$ cat src/rtl/serial_sub_pkg.sv
`default_nettype none
// ============================================================================
// Module   : sub_pkg
// Brief    : Shared types and helpers for the bit-serial subtractor.
// Revision : 1.0 - initial release
// ============================================================================
package sub_pkg;

  typedef enum logic [1:0] {
    IDLE = 2'd0,
    RUN  = 2'd1,
    DONE = 2'd2
  } state_e;

  // Width of the bit counter: enough to index every operand bit.
  function automatic int cnt_width(input int width);
    return (width > 1) ? $clog2(width) : 1;
  endfunction

endpackage
`default_nettype wire

$ cat src/rtl/serial_sub_if.sv
`default_nettype none
// ============================================================================
// Module   : serial_sub_if
// Brief    : Request/result bundle between a requester and serial_sub.
// Revision : 1.0 - initial release
// ============================================================================
interface serial_sub_if #(
  parameter int WIDTH = 8
);

  logic             start;
  logic [WIDTH-1:0] a_in;
  logic [WIDTH-1:0] b_in;
  logic             bin;
  logic             busy;
  logic             done;
  logic [WIDTH-1:0] diff;
  logic             borrow_out;

  modport master (
    output start, a_in, b_in, bin,
    input  busy, done, diff, borrow_out
  );

  modport slave (
    input  start, a_in, b_in, bin,
    output busy, done, diff, borrow_out
  );

endinterface
`default_nettype wire

$ cat src/rtl/serial_sub_fullsub.sv
`default_nettype none
// ============================================================================
// Module   : fullsub
// Brief    : One-bit full subtractor cell, di = a - b - c, bo = borrow.
// Revision : 1.0 - initial release
// ============================================================================
module fullsub (
  input  wire logic a,
  input  wire logic b,
  input  wire logic c,
  output logic      di,
  output logic      bo
);

  assign di = a ^ b ^ c;
  assign bo = (~a & b) | (~a & c) | (b & c);

endmodule
`default_nettype wire

$ cat src/rtl/serial_sub.sv
`default_nettype none
// ============================================================================
// Module   : serial_sub
// Brief    : Bit-serial WIDTH-bit subtractor (a - b - bin), LSB first,
//            one bit per clock through a single fullsub cell.
// Revision : 1.0 - initial release
// ============================================================================
module serial_sub
  import sub_pkg::*;
#(
  parameter int WIDTH = 8
) (
  input  wire logic    clk,
  input  wire logic    rst_n,
  serial_sub_if.slave  bus
);

  localparam int               CNT_W    = cnt_width(WIDTH);
  localparam logic [CNT_W-1:0] LAST_BIT = CNT_W'(WIDTH - 1);

  state_e             state_q, state_d;
  logic [WIDTH-1:0]   a_sh_q, a_sh_d;
  logic [WIDTH-1:0]   b_sh_q, b_sh_d;
  // Holds the WIDTH-1 difference bits already produced; the current cell
  // output completes the word, so the shifted-out LSB never needs storing.
  logic [WIDTH-2:0]   diff_sh_q, diff_sh_d;
  logic [WIDTH-1:0]   diff_q, diff_d;
  logic               brw_q, brw_d;
  logic               borrow_q, borrow_d;
  logic [CNT_W-1:0]   cnt_q, cnt_d;

  logic               cell_di;
  logic               cell_bo;
  logic [WIDTH-1:0]   diff_word;

  fullsub u_cell (
    .a  (a_sh_q[0]),
    .b  (b_sh_q[0]),
    .c  (brw_q),
    .di (cell_di),
    .bo (cell_bo)
  );

  assign diff_word = {cell_di, diff_sh_q};

  // Next-state logic: accept in IDLE, shift one bit per cycle in RUN.
  always_comb begin
    state_d   = state_q;
    a_sh_d    = a_sh_q;
    b_sh_d    = b_sh_q;
    diff_sh_d = diff_sh_q;
    diff_d    = diff_q;
    brw_d     = brw_q;
    borrow_d  = borrow_q;
    cnt_d     = cnt_q;
    case (state_q)
      IDLE: begin
        if (bus.start) begin
          a_sh_d  = bus.a_in;
          b_sh_d  = bus.b_in;
          brw_d   = bus.bin;
          cnt_d   = '0;
          state_d = RUN;
        end
      end
      RUN: begin
        diff_sh_d = diff_word[WIDTH-1:1];
        a_sh_d    = a_sh_q >> 1;
        b_sh_d    = b_sh_q >> 1;
        brw_d     = cell_bo;
        if (cnt_q == LAST_BIT) begin
          diff_d   = diff_word;
          borrow_d = cell_bo;
          state_d  = DONE;
        end else begin
          cnt_d = cnt_q + CNT_W'(1);
        end
      end
      DONE: begin
        state_d = IDLE;
      end
      default: begin
        state_d = IDLE;
      end
    endcase
  end

  // State and datapath registers with synchronous active-low reset.
  always_ff @(posedge clk) begin
    if (!rst_n) begin
      state_q   <= IDLE;
      a_sh_q    <= '0;
      b_sh_q    <= '0;
      diff_sh_q <= '0;
      diff_q    <= '0;
      brw_q     <= 1'b0;
      borrow_q  <= 1'b0;
      cnt_q     <= '0;
    end else begin
      state_q   <= state_d;
      a_sh_q    <= a_sh_d;
      b_sh_q    <= b_sh_d;
      diff_sh_q <= diff_sh_d;
      diff_q    <= diff_d;
      brw_q     <= brw_d;
      borrow_q  <= borrow_d;
      cnt_q     <= cnt_d;
    end
  end

  assign bus.busy       = (state_q == RUN);
  assign bus.done       = (state_q == DONE);
  assign bus.diff       = diff_q;
  assign bus.borrow_out = borrow_q;

endmodule
`default_nettype wire

$ cat src/flat_wrapper.sv
// flat-port wrapper written by rule: the top's interface ports become plain ports
module serial_sub_flat import sub_pkg::*;
#(
  parameter int WIDTH = 8
)
  (clk, rst_n, bus_start, bus_a_in, bus_b_in, bus_bin, bus_busy, bus_done, bus_diff, bus_borrow_out);
  serial_sub_if #(.WIDTH(WIDTH)) bus_i ();
  input  wire logic clk;
  input  wire logic rst_n;
  input wire logic [$bits(bus_i.start)-1:0] bus_start;
  input wire logic [$bits(bus_i.a_in)-1:0] bus_a_in;
  input wire logic [$bits(bus_i.b_in)-1:0] bus_b_in;
  input wire logic [$bits(bus_i.bin)-1:0] bus_bin;
  output wire logic [$bits(bus_i.busy)-1:0] bus_busy;
  output wire logic [$bits(bus_i.done)-1:0] bus_done;
  output wire logic [$bits(bus_i.diff)-1:0] bus_diff;
  output wire logic [$bits(bus_i.borrow_out)-1:0] bus_borrow_out;
  assign bus_i.start = bus_start;
  assign bus_i.a_in = bus_a_in;
  assign bus_i.b_in = bus_b_in;
  assign bus_i.bin = bus_bin;
  assign bus_busy = bus_i.busy;
  assign bus_done = bus_i.done;
  assign bus_diff = bus_i.diff;
  assign bus_borrow_out = bus_i.borrow_out;
  serial_sub #(.WIDTH(WIDTH)) u_core (.clk(clk), .rst_n(rst_n), .bus(bus_i));
endmodule
$ cat config.mk
export PLATFORM = sky130hd
export DESIGN_NAME = serial_sub_flat
export DESIGN_NICKNAME = d
export VERILOG_FILES = /design/src/rtl/serial_sub_pkg.sv /design/src/rtl/serial_sub_if.sv /design/src/rtl/serial_sub_fullsub.sv /design/src/rtl/serial_sub.sv /design/src/flat_wrapper.sv
export SDC_FILE = /design/constraint.sdc
export NUM_CORES = 1
export LEC_CHECK = 0
export CORE_MARGIN = 2
export CORE_UTILIZATION = 45
export CTS_CLUSTER_SIZE = 20
export DETAILED_ROUTE_END_ITERATION = 8
export PLACE_DENSITY = 0.74
export SLEW_MARGIN = 10
export SYNTH_ARGS = -nofsm -noshare
export SYNTH_HDL_FRONTEND = slang
export SYNTH_SLANG_ARGS = --single-unit
$ cat constraint.sdc
create_clock -name clk -period 1.7 [get_ports clk]
set_input_delay 0.34 -clock clk [delete_from_list [all_inputs] [get_ports clk]]
set_output_delay 0.34 -clock clk [all_outputs]
set_load 0.05 [all_outputs]
==> impl_metrics.py, run 1 <==
metrics = {
    "critical_path": {
        "crit_family": "flip-flops",
        "endpoint_kind": "output pin",
        "cp_max_fo": 8,
        "cpPeakStageDelay_ps": 400,
        "r2r_slack_ps": 350,
        "cp.arrival_ps": 1290,
        "critPathBufInv": 2,
        "path_cells": "buf_6, and2b_2, buf_4",
        "r2r_cells": 3,
        "crit_type": "flop to output pin",
        "cp.depth": 3,
        "crit_required_ps": 1360,
        "start_kind": "flop",
        "r2r-start": "u_core.a_sh_q[0]",
        "crit_path_top_delay_cell": "dfxtp_4",
        "r2r_end": "u_core.bus.diff[7]",
    },
    "floorplan": {
        "rows": 21,
        "dieArea_um2": 3993,
        "die-width_um": 63.19,
        "dieHeight_um": 63.19,
        "pin_count": 31,
        "core_um2": 3363,
        "start_util_pct": 46.87,
    },
    "global_route": {
        "grt_pass1_wl_mm": 5.326,
        "grt_max_degree": 19,
        "grt_pass1_vias": 1274,
        "grt_util_all_layers_pct": 17.38,
        "antenna_found_initial": 0,
        "grt_remaining_overflow": 0,
    },
    "synth": {
        "synth_top_family_by_area": "compound AO/OA/AOI/OAI gates",
        "synthCells": 164,
        "synth_area_leaders": "dfxtp_1 (48%), mux2i_1 (10%), a211oi_1 (7.1%)",
        "ys_seq_area_share_pct": 48.25,
        "syn-num-nets": 187,
        "synth_area_um2": 1577,
        "synth.ff_latch_count": 38,
        "synth_compound_area_share_pct": 16.27,
        "synthAdderAreaFrac_pct": 2.857,
        "ys_types": 29,
        "yosys_warnings": 0,
        "synthSimpleGateAreaFrac_pct": 15.32,
        "yosys-mux-area-fraction_pct": 10.87,
        "synth_xor_area_share_pct": 0,
        "avgSynthCellArea_um2": 9.613,
        "yosys.area.top_type": "dfxtp_1",
        "synth_top_area_share_pct": 48.25,
    },
    "power_and_ir_drop": {
        "ir_worst_vdd_v": 0.0004647,
        "powerDensity_nw_per_um2": 896.7,
        "total_power_mw": 1.803,
        "leakage_nw": 0.8023,
    },
    "drt": {
        "first_pass_iters": 4,
        "wl_mm": 3.104,
        "drc": 0,
        "drt_iter0_markers": 79,
        "antenna_left": 0,
        "num_vias": 1268,
        "viasPerCell": 5.113,
        "wl_per_cell_um": 12.52,
    },
    "clock_tree": {
        "tritoncts": "done",
        "cts_root_buffer": "clkbuf_4",
        "clk_latency_ps": 350,
        "cts_num_sinks": 38,
        "htree_levels": 2,
        "cts_buffers": 5,
        "ctsHoldBuffers": 0,
        "clk_pin_slew_ps": 110,
        "cts_buffer_depth": 2,
    },
    "status": {
        "status": "finished, final reports clean",
    },
    "hold_path": {
        "hp-start": "u_core.bus.diff[0]",
        "hold_depth": 2,
        "min_to": "u_core.bus.diff[0]",
        "hp-class": "flop to flop",
    },
    "place": {
        "gp_congestion": 0.7875,
        "place_ws_ps": 35.34,
        "place_hpwl_mm": 2.250,
        "place_inst": 239,
        "port_buffers": 30,
        "placedInstanceArea_um2": 1907,
    },
    "timing": {
        "slew_viol_final": 0,
        "period_needed_ps": 1631,
        "rsz0062_at_grt": "no",
        "final.setup.worst_slack_ps": 69.32,
        "tightest_slew_ps": 322.0,
        "fin_hold_ws_ps": 463.0,
        "final_hold_viol_count": 0,
        "finClkSkew_ps": 7.808,
        "finalCritPeriodShare_pct": 95.92,
        "fin_tns_setup_ps": 0,
        "max_freq_ghz": 0.6132,
        "slew_headroom_pct": 78.37,
        "setup_viol": 0,
    },
    "final_layout": {
        "num_antenna_cells": 0,
        "fin_nets": 224,
        "post-route-util_pct": 59.78,
        "fin_area_um2": 2011,
        "stdcell_count": 248,
        "area_growth_pct": 27.54,
        "drive_gt1_share_pct": 19.31,
    },
    "flow_run": {
        "maxCapViolations": 0,
    },
}
-- routing by layer --
layer	up-vias	GRT usage [%]	share of wire [%]
met3	7	4.821	5.8
met1	584	18.56	43
li1	648	-	-
met2	29	30.45	49
met4	0	10.33	1.9
met5	-	0	0
-- cell usage in the layout (no fill, tap or decap), types with 2 or more instances in the layout --
| master | n |
|---|---|
| o21ai_0 | 2 |
| clkinv_2 | 2 |
| clkbuf_4 | 5 |
| clkdlybuf4s50_1 | 19 |
| or4bb_1 | 2 |
| buf_4 | 20 |
| ha_1 | 2 |
| nand2_1 | 20 |
| a211oi_1 | 15 |
| dfxtp_1 | 36 |
| a21oi_1 | 17 |
| nor2_1 | 19 |
| mux2i_1 | 16 |
| nand3_1 | 7 |
| a22o_1 | 2 |
-- where the power goes --
part | switching (mW) | internal [mW] | leakage, nW
sequential | 0.0263 | 0.932 | 0.312
combinational | 0.110 | 0.125 | 0.445
clock | 0.305 | 0.305 | 0.0450
-- kinds of logic after synthesis --
family                     after synthesis
AOI/OAI and AO/OA                       39
buffers and inverters                   14
muxes                                   17
and+or+nand+nor                         53
adders and majority gates                3
DFF                                     38
-- repair_timing --
action                                  CTS  global route
hold endpoints to repair                  0             0
endpoints found under the setup margin    2             2
pin swaps                                 0             0
buffers inserted                          0             1
resized for setup                         5             2
-- worst min-delay path: cells and delay by family (launching register included) --
family	cells	cell delay, ps
DFF	1	320
and+or+nand+nor	1	50
AOI/OAI and AO/OA	1	50
-- how the worst max path moves through the flow --
stage                                   to              start  slack (ps)
after CTS                         bus_done  u_core.state_q[0]           3
after global placement    u_core.b_sh_q[6]          bus_start         100
after global routing              bus_done  u_core.state_q[0]          20
final                             bus_done  u_core.state_q[0]          70
after floorplan            u_core.cnt_q[0]    u_core.cnt_q[0]         330
after detailed placement  u_core.b_sh_q[6]          bus_start          40
-- sequential cells by signal, summed over array words and instances, names as in the netlist --
signal                 cells
u_core.diff_sh_q           7
u_core.brw_q               1
u_core.cnt_q               3
u_core.a_sh_q              8
u_core.b_sh_q              8
u_core.state_q             2
u_core.bus.diff            8
u_core.bus.borrow_out      1
-- cells in the mapped netlist --
cell,number
a211oi_1,15
a211oi_2,1
a21oi_1,17
a22o_1,2
a311oi_1,1
and2b_2,1
and3_1,1
buf_12,1
buf_2,3
buf_4,1
buf_6,3
clkbuf_1,3
clkinv_1,1
dfxtp_1,38
fa_1,1
ha_1,2
inv_1,1
inv_4,1
mux2_2,1
mux2i_1,16
nand2_1,20
nand2b_1,1
nand3_1,7
nand3b_2,1
nor2_1,19
nor3_1,1
o21ai_0,2
o21ba_2,1
or4bb_1,2
-- layout make-up --
type	count	area, um2
clock inverters	3	40.04
multi-input cells	112	721.9
well taps	46	57.56
flip-flops and latches	38	765.7
fillers	296	1353
repair buffers	41	371.6
inverters	3	16.27
clock buffers	5	37.54
No activity file was read; power rests on OpenSTA's default activity.
==> run 2: changes to the inputs <==
Settings changed: CAP_MARGIN set to 5, GPL_ROUTABILITY_DRIVEN set to 0, PLACE_DENSITY 0.74 to 0.77.
Clock period 1.7 ns to 1.3 ns, I/O delays scaled along.
==> run 2 against run 1 <==
Effect of this change: the flow now finishes with violations (negative setup slack); design area is 9.7% higher; clock-buffer cell count up 2; utilization grew 5.8 points; routed wire length shrank 1.4%; worst hold slack about the same; combinational power up 42%; critical path depth down 1; register-to-register slack lost 280 ps; non-clock buffer count is 6 higher; sequential share of layout area down 3.1 points; global-route usage decreased by 0.38 points; sequential power rose by 30%; largest cell class unchanged.
==> impl_metrics.py, run 2 (synthesis results as in run 1) <==
metrics = {
    "global_route": {
        "antenna_found_initial": 0,
        "grt_pass1_wl_mm": 5.285,
        "grt_pass1_vias": 1256,
        "grt_util_all_layers_pct": 17.00,
        "grt_remaining_overflow": 0,
        "grt_max_degree": 19,
    },
    "timing": {
        "max_freq_ghz": 0.7341,
        "finClkSkew_ps": 7.455,
        "final_hold_viol_count": 0,
        "rsz0062_at_grt": "yes",
        "finalCritPeriodShare_pct": 104.8,
        "tightest_slew_ps": 209.9,
        "period_needed_ps": 1362,
        "final.setup.worst_slack_ps": -62.14,
        "slew_viol_final": 0,
        "slew_headroom_pct": 85.93,
        "setup_viol": 2,
    },
    "clock_tree": {
        "ctsHoldBuffers": 0,
        "cts_buffer_depth": 2,
        "clk_latency_ps": 340,
        "htree_levels": 2,
        "tritoncts": "done",
        "cts_buffers": 5,
        "clk_pin_slew_ps": 90,
        "cts_num_sinks": 38,
        "cts_root_buffer": "clkbuf_4",
    },
    "drt": {
        "num_vias": 1301,
        "antenna_left": 0,
        "viasPerCell": 5.142,
        "wl_mm": 3.062,
        "first_pass_iters": 4,
        "drt_iter0_markers": 52,
        "drc": 0,
        "wl_per_cell_um": 12.10,
    },
    "critical_path": {
        "crit_type": "flop to output pin",
        "start_kind": "flop",
        "endpoint_kind": "output pin",
        "cp.arrival_ps": 1100,
        "cp_max_fo": 4,
        "crit_required_ps": 1040,
    },
    "final_layout": {
        "post-route-util_pct": 65.59,
        "drive_gt1_share_pct": 24.15,
        "fin_nets": 230,
        "final.fill_count": 291,
        "num_antenna_cells": 0,
        "layout_commonest_cell": "dfxtp_1",
        "area_growth_pct": 39.92,
        "layout_common_cells": "dfxtp_1 (34), nand2_1 (19), nor2_1 (19), clkdlybuf4s50_1 (19), mux2i_1 (16)",
    },
    "hold_path": {
        "hp-class": "flop to flop",
    },
    "status": {
        "status": "complete, but fails checks",
        "failed_checks": "negative setup slack",
    },
    "floorplan": {
        "rows": 21,
        "die-width_um": 63.19,
        "start_util_pct": 46.87,
        "dieHeight_um": 63.19,
        "pin_count": 31,
        "core_um2": 3363,
        "dieArea_um2": 3993,
    },
    "place": {
        "place_hpwl_mm": 2.202,
        "place_ws_ps": -209.6,
        "port_buffers": 30,
    },
    "power_and_ir_drop": {
        "total_power_mw": 2.145,
        "ir_worst_vdd_v": 0.0006037,
        "powerDensity_nw_per_um2": 972.4,
        "leakage_nw": 0.8489,
    },
    "flow_run": {
        "maxCapViolations": 0,
    },
}
## run 2: cell types whose count changed in the layout (fill, tap and decap cells not counted), moves of 2 or more
cell / previous run / this run
a21oi_2: 0 / 2
buf_12: 1 / 12
clkbuf_1: 0 / 2
buf_4: 20 / 14
a21oi_1: 17 / 15
dfxtp_1: 36 / 34
ha_1: 2 / 0
clkinv_2: 2 / 0
## run 2: metrics by stage
step,hold WS (ps),TNS [ps],instance area [um2],instances
after floorplan,405.9,0,1582,164
after global placement,447.7,-2990,2057,240
after detailed placement,449.4,-3741,2057,240
after CTS,464.4,-168.4,2160,250
after global routing,496.5,-187.4,2206,253
final,463.2,-100.3,2206,253
## run 2: repair_timing
item                                    4_1_cts  5_1_grt
endpoints found under the setup margin       18       17
resized for setup                            11        7
pin swaps                                     0        1
buffers inserted                              3        3
## run 2: worst max-delay path, cell delays in order (launching register included)
cell     delay (ps)
dfxtp_4         390
and2b_2         220
buf_6           150
## run 2: final cells by class
class                      count  area, um2  area share [%]
tap                           46      57.56           2.609
inverter                       3      16.27          0.7374
timing repair buffer          47      558.0           25.30
clock buffer                   7      45.04           2.042
sequential                    38      770.7           34.94
multi-input combinational    112      758.2           34.37
## run 2: path summary, 6_finish.rpt
| check | endpoint | cells past startpoint | slack (ps) | start |
|---|---|---|---|---|
| setup / recovery | bus_done | 2 | -60 | u_core.state_q[0] |
| hold / removal | u_core.diff_sh_q[0] | 2 | 460 | u_core.diff_sh_q[0] |
| hold reg to reg | u_core.diff_sh_q[0] | 2 | 460 | u_core.diff_sh_q[0] |
| setup reg to reg | u_core.b_sh_q[7] | 3 | 70 | u_core.state_q[0] |
## run 2: routing by layer
metal	global-route usage [%]	share of wire [%]	wire length (um)
met5	0	0	0
met4	9.783	2.6	80
met3	5.179	5.4	164
met2	30.45	51	1565
met1	17.44	41	1251
## run 2: power by group
group,internal [mW],switching (mW)
clock network,0.204,0.354
registers,1.22,0.0345
logic,0.187,0.148
total,1.61,0.537
==> run 3: changes to the inputs <==
Settings changed: CTS_CLUSTER_DIAMETER set to 120, TNS_END_PERCENT set to 100.
==> results of run 3 <==
No change in the layout: final DEF, timing and power equal those of run 2.
